===== config.mk =====
export PLATFORM = sky130hd
export DESIGN_NAME = gpr_sram_ctrl
export DESIGN_NICKNAME = d
export VERILOG_FILES = /design/src/rtl/gpr_ctrl_pkg.sv /design/src/rtl/gpr_wport_rr_arb.sv /design/src/rtl/gpr_sram_ctrl.sv
export SDC_FILE = /design/constraint.sdc
export NUM_CORES = 1
export LEC_CHECK = 0
export CAP_MARGIN = 20
export CORE_AREA = 2 2 143 145
export CTS_BUF_LIST = sky130_fd_sc_hd__clkbuf_8
export CTS_CLUSTER_SIZE = 20
export DETAILED_ROUTE_END_ITERATION = 16
export DIE_AREA = 0 0 145 147
export DONT_BUFFER_PORTS = 1
export GPL_TIMING_DRIVEN = 0
export SLEW_MARGIN = 40
export SYNTH_ARGS = -nofsm -noshare
export SYNTH_HDL_FRONTEND = slang
export SYNTH_SLANG_ARGS = --single-unit

===== constraint.sdc =====
create_clock -name CLK -period 4.74 [get_ports CLK]
set_input_delay 0.711 -clock CLK [delete_from_list [all_inputs] [get_ports CLK]]
set_output_delay 0.711 -clock CLK [all_outputs]
set_load 0.02 [all_outputs]

===== src/rtl/gpr_ctrl_pkg.sv =====
// Shared types for the GPR SRAM controller: FSM states, write-request payload, read-capture record.
package gpr_ctrl_pkg;

  localparam int unsigned DATA_W          = 32;
  localparam int unsigned WORD_COUNT_DFLT = 32;
  localparam int unsigned AW              = $clog2(WORD_COUNT_DFLT);

  typedef enum logic {
    ST_INIT = 1'b0,
    ST_RUN  = 1'b1
  } state_t;

  typedef struct packed {
    logic [AW-1:0]     addr;
    logic [DATA_W-1:0] data;
    logic [DATA_W-1:0] mask;
  } wr_req_t;

  // Per read port, what was known at the request edge
  typedef struct packed {
    logic              valid;
    logic              hit;
    logic              zero;
    logic [DATA_W-1:0] wdata;
    logic [DATA_W-1:0] wmask;
  } rd_cap_t;

  // SRAM returns the pre-write word on a same-cycle hit, so overlay the masked write bits
  function automatic logic [DATA_W-1:0] rd_result(input rd_cap_t c, input logic [DATA_W-1:0] q);
    if (!c.valid || c.zero) return '0;
    if (c.hit) return (c.wdata & c.wmask) | (q & ~c.wmask);
    return q;
  endfunction

endpackage


===== src/rtl/gpr_wport_rr_arb.sv =====
// Round-robin arbiter for the shared SRAM write port; owns the rotating priority pointer.
module gpr_wport_rr_arb #(
  parameter  int unsigned NREQ = 2,
  localparam int unsigned IW   = (NREQ > 1) ? $clog2(NREQ) : 1
) (
  input  logic            clk,
  input  logic            rst_n,
  input  logic [NREQ-1:0] valid,
  input  logic            advance,
  output logic [NREQ-1:0] grant_c,
  output logic [IW-1:0]   grant_idx_c,
  output logic            grant_any_c
);

  logic [IW-1:0] ptr_q, ptr_d;
  logic [IW-1:0] cand;

  // First valid requester at or after the pointer, wrapping
  always_comb begin
    grant_c     = '0;
    grant_idx_c = '0;
    grant_any_c = 1'b0;
    cand        = '0;
    for (int unsigned k = 0; k < NREQ; k++) begin
      cand = IW'((32'(ptr_q) + k) % NREQ);
      if (!grant_any_c && valid[cand]) begin
        grant_any_c = 1'b1;
        grant_idx_c = cand;
      end
    end
    if (grant_any_c) grant_c[grant_idx_c] = 1'b1;
  end

  always_comb begin
    ptr_d = ptr_q;
    if (advance && grant_any_c)
      ptr_d = (grant_idx_c == IW'(NREQ - 1)) ? '0 : grant_idx_c + IW'(1);
  end

  always_ff @(posedge clk or negedge rst_n) begin
    if (!rst_n) ptr_q <= '0;
    else        ptr_q <= ptr_d;
  end

endmodule


===== src/rtl/gpr_sram_ctrl.sv =====
// Controller for the 1W2R GPR SRAM: post-reset zero-fill, round-robin write port, bypassed reads.
// Build option GPR_ZERO_REG_EN makes address 0 a hardwired-zero register.
module gpr_sram_ctrl
  import gpr_ctrl_pkg::*;
#(
  parameter  int unsigned WORD_COUNT = 32,
  parameter  int unsigned NREQ       = 2,
  localparam int unsigned A_W        = $clog2(WORD_COUNT)
) (
  input  logic                   CLK,
  input  logic                   RESETN,
  output logic                   INIT_DONE,
  input  logic [NREQ-1:0]        WREQ_VALID,
  output logic [NREQ-1:0]        WREQ_READY,
  input  logic [NREQ*A_W-1:0]    WREQ_ADDR,
  input  logic [NREQ*DATA_W-1:0] WREQ_DATA,
  input  logic [NREQ*DATA_W-1:0] WREQ_MASK,
  input  logic                   RD_EN_A,
  input  logic [A_W-1:0]         RD_ADDR_A,
  output logic [DATA_W-1:0]      RD_DATA_A,
  output logic                   RD_VALID_A,
  input  logic                   RD_EN_B,
  input  logic [A_W-1:0]         RD_ADDR_B,
  output logic [DATA_W-1:0]      RD_DATA_B,
  output logic                   RD_VALID_B,
  output logic                   SRAM_WEC,
  output logic [DATA_W-1:0]      SRAM_BWC,
  output logic [DATA_W-1:0]      SRAM_DC,
  output logic [A_W-1:0]         SRAM_AC,
  output logic                   SRAM_REA,
  output logic                   SRAM_REB,
  output logic [A_W-1:0]         SRAM_AA,
  output logic [A_W-1:0]         SRAM_AB,
  input  logic [DATA_W-1:0]      SRAM_QA,
  input  logic [DATA_W-1:0]      SRAM_QB
);

  localparam int unsigned IW = (NREQ > 1) ? $clog2(NREQ) : 1;

  state_t         state_q, state_d;
  logic [A_W-1:0] cnt_q, cnt_d;
  rd_cap_t        cap_a_q, cap_a_d, cap_b_q, cap_b_d;

  logic           run_c, sweep_c;
  wr_req_t        req_c [NREQ];
  wr_req_t        sel_c;
  logic [A_W-1:0] wr_addr_c;
  logic [IW-1:0]  grant_idx_c;
  logic           grant_any_c, wr_zero_c, wr_fire_c;

  assign run_c     = (state_q == ST_RUN);
  // Gated by RESETN so the write port goes idle the instant reset is asserted
  assign sweep_c   = (state_q == ST_INIT) && RESETN;
  assign INIT_DONE = run_c;

  always_comb begin
    state_d = state_q;
    cnt_d   = cnt_q;
    if (state_q == ST_INIT) begin
      if (cnt_q == A_W'(WORD_COUNT - 1)) begin
        state_d = ST_RUN;
        cnt_d   = '0;
      end else begin
        cnt_d = cnt_q + A_W'(1);
      end
    end
  end

  always_comb begin
    for (int i = 0; i < NREQ; i++) begin
      req_c[i].addr = AW'(WREQ_ADDR[i*A_W +: A_W]);
      req_c[i].data = WREQ_DATA[i*DATA_W +: DATA_W];
      req_c[i].mask = WREQ_MASK[i*DATA_W +: DATA_W];
    end
  end

  gpr_wport_rr_arb #(.NREQ(NREQ)) u_arb (
    .clk         (CLK),
    .rst_n       (RESETN),
    .valid       (WREQ_VALID & {NREQ{run_c}}),
    .advance     (run_c),
    .grant_c     (WREQ_READY),
    .grant_idx_c (grant_idx_c),
    .grant_any_c (grant_any_c)
  );

  assign sel_c     = req_c[grant_idx_c];
  assign wr_addr_c = A_W'(sel_c.addr);
`ifdef GPR_ZERO_REG_EN
  assign wr_zero_c = (wr_addr_c == '0);
`else
  assign wr_zero_c = 1'b0;
`endif
  assign wr_fire_c = grant_any_c && !wr_zero_c;

  // Write port: zero-fill sweep, else the granted request
  always_comb begin
    SRAM_WEC = 1'b1;
    SRAM_BWC = '0;
    SRAM_DC  = '0;
    SRAM_AC  = '0;
    if (sweep_c) begin
      SRAM_WEC = 1'b0;
      SRAM_AC  = cnt_q;
    end else if (wr_fire_c) begin
      SRAM_WEC = 1'b0;
      SRAM_BWC = ~sel_c.mask;
      SRAM_DC  = sel_c.data;
      SRAM_AC  = wr_addr_c;
    end
  end

  assign SRAM_REA = ~(RD_EN_A & run_c);
  assign SRAM_REB = ~(RD_EN_B & run_c);
  assign SRAM_AA  = RD_ADDR_A;
  assign SRAM_AB  = RD_ADDR_B;

  always_comb begin
    cap_a_d       = '0;
    cap_a_d.valid = RD_EN_A & run_c;
    cap_a_d.hit   = cap_a_d.valid & wr_fire_c & (RD_ADDR_A == wr_addr_c);
    if (cap_a_d.hit) begin
      cap_a_d.wdata = sel_c.data;
      cap_a_d.wmask = sel_c.mask;
    end
    cap_b_d       = '0;
    cap_b_d.valid = RD_EN_B & run_c;
    cap_b_d.hit   = cap_b_d.valid & wr_fire_c & (RD_ADDR_B == wr_addr_c);
    if (cap_b_d.hit) begin
      cap_b_d.wdata = sel_c.data;
      cap_b_d.wmask = sel_c.mask;
    end
`ifdef GPR_ZERO_REG_EN
    cap_a_d.zero = cap_a_d.valid & (RD_ADDR_A == '0);
    cap_b_d.zero = cap_b_d.valid & (RD_ADDR_B == '0);
`endif
  end

  assign RD_VALID_A = cap_a_q.valid;
  assign RD_VALID_B = cap_b_q.valid;
  assign RD_DATA_A  = rd_result(cap_a_q, SRAM_QA);
  assign RD_DATA_B  = rd_result(cap_b_q, SRAM_QB);

  always_ff @(posedge CLK or negedge RESETN) begin
    if (!RESETN) begin
      state_q <= ST_INIT;
      cnt_q   <= '0;
      cap_a_q <= '0;
      cap_b_q <= '0;
    end else begin
      state_q <= state_d;
      cnt_q   <= cnt_d;
      cap_a_q <= cap_a_d;
      cap_b_q <= cap_b_d;
    end
  end

endmodule


# Yosys cells after proc, flatten, opt, wreduce, memory -nomap -nowiden
# Cells that the tools add are included.
op_classes:
  n_reduce_logical: 5
  mux: 40
  eq_ne: 3
  bitwise: 20
  n_lt_le_gt_ge: 5
  n_addsub: 3
ops:
  columns: ["op", "n"]
  rows:
  - ["32-bit 2-to-1 mux", 12]
  - ["69-bit 2-to-1 mux", 3]
  - ["32-bit bitwise AND", 4]
  - ["64-bit 2-to-1 mux", 2]
  - ["32-bit inverter", 3]
  - ["32-bit OR", 2]
  - ["1-bit 2-to-1 mux", 18]
  - ["5-bit 2-to-1 mux", 3]
  - ["5-bit equality test", 2]
  - ["1-bit bitwise AND", 6]
  - ["1-bit by 2-bit < comparator with 1-bit output, second input constant", 3]
  - ["5-bit by 1-bit adder with 5-bit output, second input constant", 1]
  - ["5-bit equality test, second input constant", 1]
  - ["1-bit logical AND", 4]
  - ["1-bit inverter", 3]
  - ["1-bit adder, second input constant", 2]
  - ["2-bit bitwise AND", 1]
  - ["2-bit greater-or-equal comparator, second input constant", 1]
  - ["2-bit 2-to-1 mux", 1]
  - ["1-bit inverter with 2-bit output", 1]
  - ["1-bit demux with 1-bit select", 1]
  - ["1-bit greater-or-equal comparator, second input constant", 1]
  - ["1-bit zero test", 1]
word_totals:
  output_inout_bits: 151
  elab_cells: 87
  register_bits: 139
  inputBits: 218

# Logic depth before layout (Yosys ltp)
# Gate-level depths: netlist (run 1).
depth:
  ltp_word: 14
  depth_mapped: 9
  mapped_depth_nobuf: 6

# Modules after synthesis
# From an unflattened synthesis (run 1), not the netlist that was laid out.
hier_totals:
  cells_unflattened: 803
  hier_area_um2: 8034.0
modules_own_cells:
  columns: ["mod", "instances", "cells_per_inst", "area_each_um2", "seq_area_each_um2"]
  rows:
  - ["gpr_sram_ctrl", 1, 795, 7965.1, 3453.3]
  - ["gpr_wport_rr_arb", 1, 8, 68.8, 25.0]

# Worst setup path after synthesis (run 1)
# No wires, ideal clock.
synth_path:
  kind: "input -> output"
  startpoint: "input WREQ_VALID[1]"
  endpoint: "output SRAM_AC[0]"
  arrival_time_ns: 2.062
  cell_stages: 7
  path_slack_ns: 1.967
  required_time_ns: 4.029
  n_path_buf: 2
  path_cell_list: "and2_1 > buf_6 > nand2_4 > inv_4 > buf_2 > mux2i_1 > o21ai_0"
synth_via:
  elab_chain_cells: 13
  elab_cells_between_ends: 17
  classes_between: "mux (13); bitwise (2); reduce/logical (2)"
synth_lines:
  columns: ["item", "line_no", "source"]
  rows:
  - ["start: declaration", "gpr_sram_ctrl.sv:13", "input logic [NREQ-1:0] WREQ_VALID,"]
  - ["2-bit bitwise AND *", "gpr_sram_ctrl.sv:80", ".valid (WREQ_VALID & {NREQ{run_c}}),"]
  - ["1-bit 2-to-1 mux (not written as such) (2 in series)", "gpr_wport_rr_arb.sv:26", "if (!grant_any_c && valid[cand]) begin"]
  - ["1-bit 2-to-1 mux", "gpr_wport_rr_arb.sv:26", null]
  - ["1-bit zero test", "gpr_wport_rr_arb.sv:26", null]
  - ["1-bit logical AND", "gpr_wport_rr_arb.sv:26", null]
  - ["1-bit 2-to-1 mux", "gpr_wport_rr_arb.sv:26", null]
  - ["1-bit inverter with 2-bit output (not written as such)", "gpr_sram_ctrl.sv:87", "assign sel_c = req_c[grant_idx_c];"]
  - ["69-bit 2-to-1 mux (not written as such) (3 in series)", "gpr_sram_ctrl.sv:87", null]
  - ["5-bit 2-to-1 mux *", "gpr_sram_ctrl.sv:105", "end else if (wr_fire_c) begin"]
  - ["5-bit 2-to-1 mux *", "gpr_sram_ctrl.sv:102", "if (sweep_c) begin"]
  - ["end: declaration", "gpr_sram_ctrl.sv:29", "output logic [A_W-1:0] SRAM_AC,"]
# Every way passes the cells marked *; elsewhere a longest branch is shown, timed or not. The select of a mux whose other input is x is not followed.

# Final worst setup path (run 1)
layout_path:
  startpoint: "register state_q (netlist: INIT_DONE)"
  endpoint: "output SRAM_DC[20]"
layout_via:
  elab_chain_cells: 13
  elab_cells_between_ends: 19
  classes_between: "mux (13); bitwise (3); reduce/logical (3)"
layout_lines:
  columns: ["item", "line_no", "source"]
  rows:
  - ["start: declaration", "gpr_sram_ctrl.sv:40", "state_t state_q, state_d;"]
  - ["start signal: assignment", "gpr_sram_ctrl.sv:151", "state_q <= state_d;"]
  - ["2-bit bitwise AND", "gpr_sram_ctrl.sv:80", null]
  - ["1-bit 2-to-1 mux (not written as such) (2 in series)", "gpr_wport_rr_arb.sv:26", null]
  - ["1-bit 2-to-1 mux", "gpr_wport_rr_arb.sv:26", null]
  - ["1-bit zero test", "gpr_wport_rr_arb.sv:26", null]
  - ["1-bit logical AND", "gpr_wport_rr_arb.sv:26", null]
  - ["1-bit 2-to-1 mux", "gpr_wport_rr_arb.sv:26", null]
  - ["1-bit inverter with 2-bit output (not written as such)", "gpr_sram_ctrl.sv:87", null]
  - ["69-bit 2-to-1 mux (not written as such) (3 in series)", "gpr_sram_ctrl.sv:87", null]
  - ["32-bit 2-to-1 mux", "gpr_sram_ctrl.sv:105", null]
  - ["32-bit 2-to-1 mux *", "gpr_sram_ctrl.sv:102", null]
  - ["end: declaration", "gpr_sram_ctrl.sv:28", "output logic [DATA_W-1:0] SRAM_DC,"]
# Marked as above.

==> results of run 1 <==
[critical path: stages (launching register included)]
cell and delay [ps]:
dfrtp_1 560, and2_1 200, buf_6 140, nand2_4 150, inv_4 200, buf_2 440
mux2i_1 570, nor2_1 240
[final timing paths]
path,from,to,slack [ps],cells past startpoint
setup / recovery,INIT_DONE$_DFF_PN0_,SRAM_DC[20],1060,7
hold / removal,RESETN,cnt_q[1]$_DFFE_PN0N_,180,1
setup reg to reg,INIT_DONE$_DFF_PN0_,cap_a_q[52]$_DFF_PN0_,2070,8
hold reg to reg,u_arb.ptr_q$_DFFE_PN0P_,u_arb.ptr_q$_DFFE_PN0P_,520,1
max in group asynchronous,RESETN,cap_a_q[38]$_DFF_PN0_,3920,1
min in group CLK,WREQ_VALID[0],u_arb.ptr_q$_DFFE_PN0P_,410,2
[repair_timing]
action                    4_1_cts  5_1_grt
buffers inserted                0        0
hold endpoints to repair      139        0
hold buffers                    1        0
[through the flow]
step | instances | total power [mW] | hold WS, ps | setup slack (ps) | util, %
after floorplan | 905 | 1.69 | 415 | 1970 | -
after global placement | 1175 | 1.85 | 419 | 1400 | 43.2
after detailed placement | 1175 | 1.86 | 419 | 1440 | 43.2
after CTS | 1208 | 2.92 | 262 | 1020 | 45.4
after global routing | 1208 | 3.01 | 257 | 892 | 45.4
final | 1208 | 2.90 | 181 | 1060 | 45.4
[layer usage]
layer,global-route usage (%),up-vias
li1,-,3157
met1,36.4,3335
met2,44.7,279
met3,5.93,22
met4,5.79,2
met5,0,-
[power groups by stage]
stage               clock, mW  sequential (mW)  combinational [mW]
global placement            0             1.23               0.622
floorplan                   0             1.23               0.464
global route             1.11             1.21               0.697
CTS                      1.05             1.21               0.654
detailed placement          0             1.23               0.626
finish                   1.04             1.21               0.652
[cell families (layout without fill, tap and decap cells)]
group | Yosys count | after routing | share of synthesized area (%)
buffers and inverters | 97 | 130 | 5.97
AO/OA/AOI/OAI | 102 | 102 | 9.33
AND/OR/NAND/NOR | 493 | 493 | 32.9
flip-flops | 139 | 139 | 42.3
XOR/XNOR | 5 | 5 | 0.532
adder cells (fa/ha/maj) | 2 | 2 | 0.304
multiplexers | 67 | 67 | 8.66
[state kept, by name, indices dropped and copies added (netlist names)]
| name | cells |
|---|---|
| cnt_q | 5 |
| cap_b_q | 65 |
| INIT_DONE | 1 |
| RD_VALID_B | 1 |
| RD_VALID_A | 1 |
| cap_a_q | 65 |
| u_arb.ptr_q | 1 |
[area by class of cell]
cell class | count | area share (%)
buffer | 87 | 5.01
clock buffer | 18 | 2.75
clock inverter | 14 | 1.89
inverter | 10 | 0.444
multi-input combinational | 669 | 47.3
sequential | 139 | 38.6
tap | 270 | 3.75
timing repair buffer | 1 | 0.305
[cells in the final DEF, fill, tap and decap left out, types with 5 or more instances in the layout]
cell type	n
nand2_1	142
dfrtp_1	139
nor2_1	104
and4_1	64
nand3_1	64
a21boi_0	58
clkbuf_1	41
nor3_1	36
mux2_2	34
mux2i_1	33
nor2b_1	33
nor3b_2	30
buf_2	20
clkbuf_8	18
buf_4	15
o21ai_0	12
inv_1	10
nand2b_1	8
a21oi_1	7
a21boi_1	6
buf_6	5
clkbuf_2	5
==> impl_metrics.tcl, run 1 <==
set metrics [dict create \
    synth_top_area_share_pct 42.3 \
    seq_power_share_pct 41.7 \
    clock_skew_ps 10.2 \
    combPwrFrac_pct 22.5 \
    wl_met2_mm 14.2 \
    syn_to_final_growth_pct 9.56 \
    cts_repair_resize_count 0 \
    io_buffers 0 \
    synthFlopType "dfrtp_1" \
    synth_nets 1125 \
    yosysSeqAreaShare_pct 42.3 \
    fin_crit_sh_pct 77.5 \
    cts_buffers 17 \
    rsz0062_at_grt "no" \
    synth_enable_flop_cells 0 \
    synth-async-reset-ratio_pct 100 \
    vias 6795 \
    place.gp.congestion 0.855 \
    hp-class "primary input to asynchronous set/reset pin" \
    totalWireLength_mm 29.1 \
    worst_pin_slew_ps 888 \
    highest_layer "met5" \
    powerDensity_mw_per_mm2 321 \
    period_needed_ps 3680 \
    h-tree-depth 4 \
    nets 1145 \
    critPathMaxFanout 10 \
    dpl_cell_area_sq_mm 0.00857 \
    met3WireLength_mm 1.76 \
    firstDrtPassIters 5 \
    yosysUniqueCellTypes 49 \
    cp.required_ps 4030 \
    grt_usage_pct 26.9 \
    post-dp-hpwl_mm 21.9 \
    die_y_um 147 \
    clkPwrFrac_pct 35.8 \
    initial_core_util_pct 41.5 \
    grt_max_degree 140 \
    syn_inst 905 \
    p_sw_share_pct 34.1 \
    fillers 1975 \
    clock_latency_ps 450 \
    outcome "finished clean" \
    cap_violations 0 \
    antenna_cells 0 \
    critPathArrivalTime_ps 2960 \
    pin_count 369 \
    synth_area_sq_mm 0.00823 \
    layout-drive-gt1-share_pct 16.2 \
    final_antenna_net_count 0 \
    final_area_sq_mm 0.00902 \
    relSlewSlack_pct 40.3 \
    design.die.area_sq_mm 0.0213 \
    syn_avg_cell_area_sq_um 9.10 \
    yosysMostFrequentCell "nand2_1" \
    avgViaCountPerCell 5.63 \
    clk_path_buf_depth 2 \
    drc_errors 0 \
    met1_length_mm 13.0 \
    max-vdd-ir-drop_v 0.000157 \
    wire_per_inst_um 24.1 \
    grt_pass1_wl_mm 42.8 \
    p_sw_mw 0.988 \
    p_int_mw 1.91 \
    yosysWarnings 0 \
    hold_violations 0 \
    setup_viol 0 \
    drv_slew 0 \
    synth_top_cells_by_count "nand2_1 (142), dfrtp_1 (139), nor2_1 (104)" \
    synth_area_leaders "dfrtp_1 (42%), and4_1 (6.8%), nand2_1 (6.5%)" \
    clkTransAtPathRegs_ps 90 \
    coreArea_sq_mm 0.0198 \
    p_leak_nw 3.91 \
    overflow 0 \
    final-seq-area_sq_mm 0.00348 \
    tns_ps 0 \
    crit_path_end_kind "primary output" \
    fp.dieW_um 145 \
    antenna_found_initial 1 \
    startpoint_type "register" \
    cts_root_buffer "clkbuf_8" \
    synth_area_leader_cell "dfrtp_1" \
    drt_first_iter_violations 461 \
    path_class "register to primary output" \
    ys_ff_latch 139 \
    cts_tree "done" \
    fp-row-count 52 \
    fmax_ghz 0.272 \
    cts.sinks 139 \
    multi_input_area_sq_mm 0.00427 \
    grt_pass1_vias 6748 \
]
(Power assumes the default switching activity.)
==> inputs of run 2 (changes only) <==
==> constraint.sdc (replaced) <==
create_clock -name CLK -period 3.6 [get_ports CLK]
set_input_delay 0.54 -clock CLK [delete_from_list [all_inputs] [get_ports CLK]]
set_output_delay 0.54 -clock CLK [all_outputs]
set_load 0.02 [all_outputs]
==> run 2 against run 1 <==
Against the previous run: the flow now finishes with violations (hold timing); worst hold slack worse by 410 ps; wire length barely moved; largest cell class unchanged; first-iteration DRC count decreased by 13%.
==> impl_metrics.tcl, run 2 (synthesis gave the netlist of run 1 again) <==
set metrics [dict create \
    powerDensity_mw_per_mm2 421 \
    rrSetupSlack_ps 960 \
    cts.sinks 139 \
    design.die.area_sq_mm 0.0213 \
    antenna_cells 0 \
    setup_viol 0 \
    layout_common_cells "nand2_1 (142), dfrtp_1 (139), nor2_1 (104)" \
    crit_path_end_kind "primary output" \
    path_class "register to primary output" \
    worstReg2RegEnd "cap_a_q[13]$_DFF_PN0_" \
    pin_count 369 \
    post-dp-hpwl_mm 21.9 \
    hold_ws_ps -233 \
    post_cts_buffers 0 \
    cts_root_buffer "clkbuf_8" \
    critPathArrivalTime_ps 2900 \
    coreArea_sq_mm 0.0198 \
    antenna_found_initial 1 \
    totalWireLength_mm 29.1 \
    final_antenna_net_count 0 \
    final_common_cell "nand2_1" \
    tns_ps 0 \
    fin_crit_sh_pct 95.5 \
    grt_pass1_vias 6743 \
    top_regs "cap_a_q x65, cap_b_q x65, cnt_q x5" \
    rr_startpoint "INIT_DONE$_DFF_PN0_" \
    fp.dieW_um 145 \
    die_y_um 147 \
    grt_max_degree 141 \
    fillers 1974 \
    dpl_cell_area_sq_mm 0.00857 \
    worst_pin_slew_ps 884 \
    clock_skew_ps 12.7 \
    clkTransAtPathRegs_ps 90 \
    wire_per_inst_um 24.1 \
    critPathMaxFanout 10 \
    io_buffers 0 \
    max-vdd-ir-drop_v 0.000209 \
    final-seq-area_sq_mm 0.00348 \
    clk_path_buf_depth 2 \
    p_sw_share_pct 33.8 \
    fp-row-count 52 \
    clock_latency_ps 460 \
    rsz0062_at_grt "no" \
    nets 1144 \
    hold_violations 139 \
    violations "hold timing" \
    p_int_mw 2.51 \
    fmax_ghz 0.291 \
    drc_errors 0 \
    seq_power_share_pct 42.0 \
    avgViaCountPerCell 5.62 \
    drv_slew 0 \
    cap_violations 0 \
    grt_usage_pct 26.9 \
    final_area_sq_mm 0.00900 \
    multi_input_area_sq_mm 0.00427 \
    vias 6782 \
    outcome "complete, but fails checks" \
    startpoint_type "register" \
    overflow 0 \
    grt_pass1_wl_mm 42.7 \
    combPwrFrac_pct 21.8 \
    cts_buffers 17 \
    rr_worst_depth 9 \
    firstDrtPassIters 6 \
    relSlewSlack_pct 40.5 \
    initial_core_util_pct 41.5 \
    layout-drive-gt1-share_pct 16.3 \
    cp.required_ps 3060 \
    hp-class "primary input to asynchronous set/reset pin" \
    p_leak_nw 3.89 \
    cts_tree "done" \
    syn_to_final_growth_pct 9.32 \
    drt_first_iter_violations 402 \
    place.gp.congestion 0.855 \
    period_needed_ps 3440 \
    h-tree-depth 4 \
    p_sw_mw 1.28 \
    clkPwrFrac_pct 36.2 \
]
==> run 2: layer usage <==
metal  vias up  track usage [%]  share of wire (%)
li1       3155                -                  -
met1      3318             36.4                 45
met2       280             44.6                 48
met3        27             5.93                6.0
met4         2             5.79               0.91
met5         -                0              0.038
==> run 2: cell type report <==
class / instances / share of cell area (%)
inverter: 10 / 0.445
clock buffer: 18 / 2.75
tap: 270 / 3.75
multi-input combinational: 669 / 47.5
clock inverter: 14 / 1.89
sequential: 139 / 38.7
buffer: 87 / 5.02
==> run 2: worst max-delay path by stage <==
stage	slack [ps]	end	startpoint	cells past startpoint
after global placement	520	SRAM_DC[20]	INIT_DONE$_DFF_PN0_	7
after CTS	50	SRAM_DC[20]	INIT_DONE$_DFF_PN0_	7
final	160	SRAM_DC[9]	INIT_DONE$_DFF_PN0_	7
after floorplan	1170	SRAM_AC[0]	INIT_DONE$_DFF_PN0_	7
after global routing	7	SRAM_DC[31]	INIT_DONE$_DFF_PN0_	7
after detailed placement	570	SRAM_DC[20]	INIT_DONE$_DFF_PN0_	7
==> run 2: power by group through the flow <==
stage | registers (mW) | logic, mW | clock network [mW]
final | 1.59 | 0.827 | 1.37
after global routing | 1.59 | 0.880 | 1.46
after CTS | 1.59 | 0.826 | 1.39
after detailed placement | 1.62 | 0.824 | 0
after global placement | 1.62 | 0.819 | 0
after floorplan | 1.62 | 0.611 | 0
==> run 2: timing repair <==
action / 4_1_cts / 5_1_grt
resized for setup: 0 / 2
endpoints found under the setup margin: 0 / 2
endpoints found under the hold margin: 139 / 139
==> run 2: worst max-delay path: stages, from the launching register on <==
cell and delay (ps):
dfrtp_1 560, and2_1 200, buf_6 140, nand2_4 140, inv_4 190, buf_2 420
mux2i_1 530, nor2_1 230
==> run 2: per-stage QoR <==
stage / worst slack, ps / hold slack, ps / power (mW) / util (%) / std cells
floorplan: 1170 / 244 / 2.23 / - / 905
global placement: 521 / 248 / 2.44 / 43.2 / 1175
detailed placement: 566 / 248 / 2.45 / 43.2 / 1175
CTS: 50.7 / -253 / 3.80 / 45.3 / 1207
global route: 6.87 / -268 / 3.93 / 45.3 / 1207
finish: 161 / -233 / 3.79 / 45.3 / 1207
==> inputs of run 3 (changes only) <==
--- a/config.mk
+++ b/config.mk
@@ -13,6 +13,7 @@
 export DIE_AREA = 0 0 145 147
 export DONT_BUFFER_PORTS = 1
 export GPL_TIMING_DRIVEN = 0
+export PLACE_DENSITY_LB_ADDON = 0.08
 export SLEW_MARGIN = 40
 export SYNTH_ARGS = -nofsm -noshare
 export SYNTH_HDL_FRONTEND = slang
==> run 3 against run 2 <==
Against the previous run: clock power grew 11%; first-iteration DRC count fell by 16%; cell area up 0.57%; critical path type unchanged; clock skew shrank 1.3 ps; sequential share of layout area is 0.22 points lower; core utilization rose by 0.26 points; worst setup slack improved by 15 ps; non-clock buffer count is the same; count of clock-buffer cells in the layout grew 1; die area did not move; register-to-register slack about the same; critical endpoint is now SRAM_DC[14]; the run still ends with hold timing left.
==> impl_metrics.tcl, run 3 (synthesis gave the netlist of run 1 again) <==
set metrics [dict create \
    startpoint_type "register" \
    antenna_found_initial 0 \
    clock_skew_ps 11.5 \
    met3WireLength_mm 1.84 \
    critPathTopFamily "buffers and inverters" \
    dpl_cell_area_sq_mm 0.00857 \
    fp.dieW_um 145 \
    hold_violations 139 \
    highest_layer "met4" \
    final_antenna_net_count 0 \
    vias 6767 \
    rsz0062_at_grt "no" \
    worst_pin_slew_ps 861 \
    slowest_stage "dfrtp_1" \
    cp.required_ps 3060 \
    hold_ws_ps -226 \
    fmax_ghz 0.292 \
    max-vdd-ir-drop_v 0.000236 \
    initial_core_util_pct 41.5 \
    p_sw_share_pct 32.2 \
    clk_path_buf_depth 2 \
    grt_max_degree 141 \
    clkPwrFrac_pct 38.6 \
    post-dp-hpwl_mm 22.6 \
    fin_crit_sh_pct 95.1 \
    cts_root_buffer "clkbuf_8" \
    powerDensity_mw_per_mm2 435 \
    final_area_sq_mm 0.00905 \
    tns_ps 0 \
    combPwrFrac_pct 20.9 \
    slowest_delay_ps 560 \
    grt_pass1_vias 6767 \
    h-tree-depth 4 \
    outcome "complete, but fails checks" \
    final_common_cell "nand2_1" \
    clock_latency_ps 450 \
    hp-class "primary input to asynchronous set/reset pin" \
    final-seq-area_sq_mm 0.00348 \
    path_class "register to primary output" \
    avgViaCountPerCell 5.60 \
    violations "hold timing" \
    coreArea_sq_mm 0.0198 \
    crit_path_end_kind "primary output" \
    multi_input_area_sq_mm 0.00427 \
    seq_power_share_pct 40.4 \
    path_depth 7 \
    io_buffers 0 \
    overflow 0 \
    p_leak_nw 3.92 \
    grt_pass1_wl_mm 44.1 \
    rr_startpoint "INIT_DONE$_DFF_PN0_" \
    drc_errors 0 \
    nets 1144 \
    relSlewSlack_pct 42.1 \
    critPathMaxFanout 10 \
    design.die.area_sq_mm 0.0213 \
    rrSetupSlack_ps 970 \
    cts_tree "done" \
    wire_per_inst_um 25.0 \
    design_power_total_mw 3.93 \
    rr_worst_depth 8 \
    syn_to_final_growth_pct 9.94 \
    fillers 2005 \
    cts.sinks 139 \
    place.gp.congestion 0.829 \
    wl_met2_mm 14.7 \
    setup_viol 0 \
    die_y_um 147 \
    drt_first_iter_violations 338 \
    cap_violations 0 \
    p_sw_mw 1.27 \
    worstPathCellList "and2_1 -> buf_6 -> nand2_4 -> inv_4 -> buf_2 -> mux2i_1 -> nor2_1" \
    layout-drive-gt1-share_pct 16.2 \
    cts_buffers 17 \
    period_needed_ps 3420 \
    post_cts_buffers 0 \
    firstDrtPassIters 5 \
    clkTransAtPathRegs_ps 80 \
    p_int_mw 2.67 \
    worstReg2RegEnd "cap_a_q[47]$_DFF_PN0_" \
    met1_length_mm 13.2 \
    layout_common_cells "nand2_1 (142), dfrtp_1 (139), nor2_1 (104)" \
    fp-row-count 52 \
    top_regs "cap_a_q x65, cap_b_q x65, cnt_q x5" \
    timing.critical_path.buf_inv 3 \
    pin_count 369 \
    critPathArrivalTime_ps 2880 \
    grt_usage_pct 28.1 \
    drv_slew 0 \
    totalWireLength_mm 30.3 \
]
==> run 3: stage by stage <==
stage / cells / setup WS [ps] / hold WS (ps) / utilization (%)
final: 1208 / 176 / -226 / 45.6
after global routing: 1207 / 17.7 / -266 / 45.6
after CTS: 1207 / 148 / -245 / 45.6
after detailed placement: 1175 / 654 / 249 / 43.2
after global placement: 1175 / 565 / 247 / 43.2
after floorplan: 905 / 1170 / 244 / -
==> run 3: layout make-up <==
class	count	share of cell area, %
clock inverter	13	2.35
inverter	10	0.442
clock buffer	19	2.89
buffer	87	4.99
sequential	139	38.4
tap	270	3.73
antenna	1	0.0277
multi-input combinational	669	47.1
==> run 3: power groups by stage <==
stage          registers, mW  logic (mW)  clock network (mW)
2_1_floorplan           1.62       0.611                   0
3_3_place_gp            1.62       0.820                   0
3_5_place_dp            1.62       0.824                   0
4_1_cts                 1.59       0.825                1.53
5_1_grt                 1.59       0.878                1.61
6_report                1.59       0.823                1.52
==> run 3: worst max-delay path by stage <==
stage                        start     endpoint  slack, ps
6_report       INIT_DONE$_DFF_PN0_  SRAM_DC[14]        180
5_1_grt        INIT_DONE$_DFF_PN0_  SRAM_DC[14]         20
4_1_cts        INIT_DONE$_DFF_PN0_   SRAM_AC[0]        150
3_5_place_dp   INIT_DONE$_DFF_PN0_   SRAM_AC[0]        650
3_3_place_gp   INIT_DONE$_DFF_PN0_   SRAM_AC[1]        570
2_1_floorplan  INIT_DONE$_DFF_PN0_   SRAM_AC[0]       1170
==> run 3: metal layers <==
layer | vias up | global-route usage (%)
met5 | - | 0
met4 | 0 | 7.48
met3 | 26 | 7.11
met2 | 285 | 47.0
met1 | 3301 | 36.5
li1 | 3155 | -
==> run 3: timing repair <==
action                                 in CTS  in global routing
setup endpoints to repair                   0                  0
endpoints found under the hold margin     139                139
gates resized for setup                     0                  0
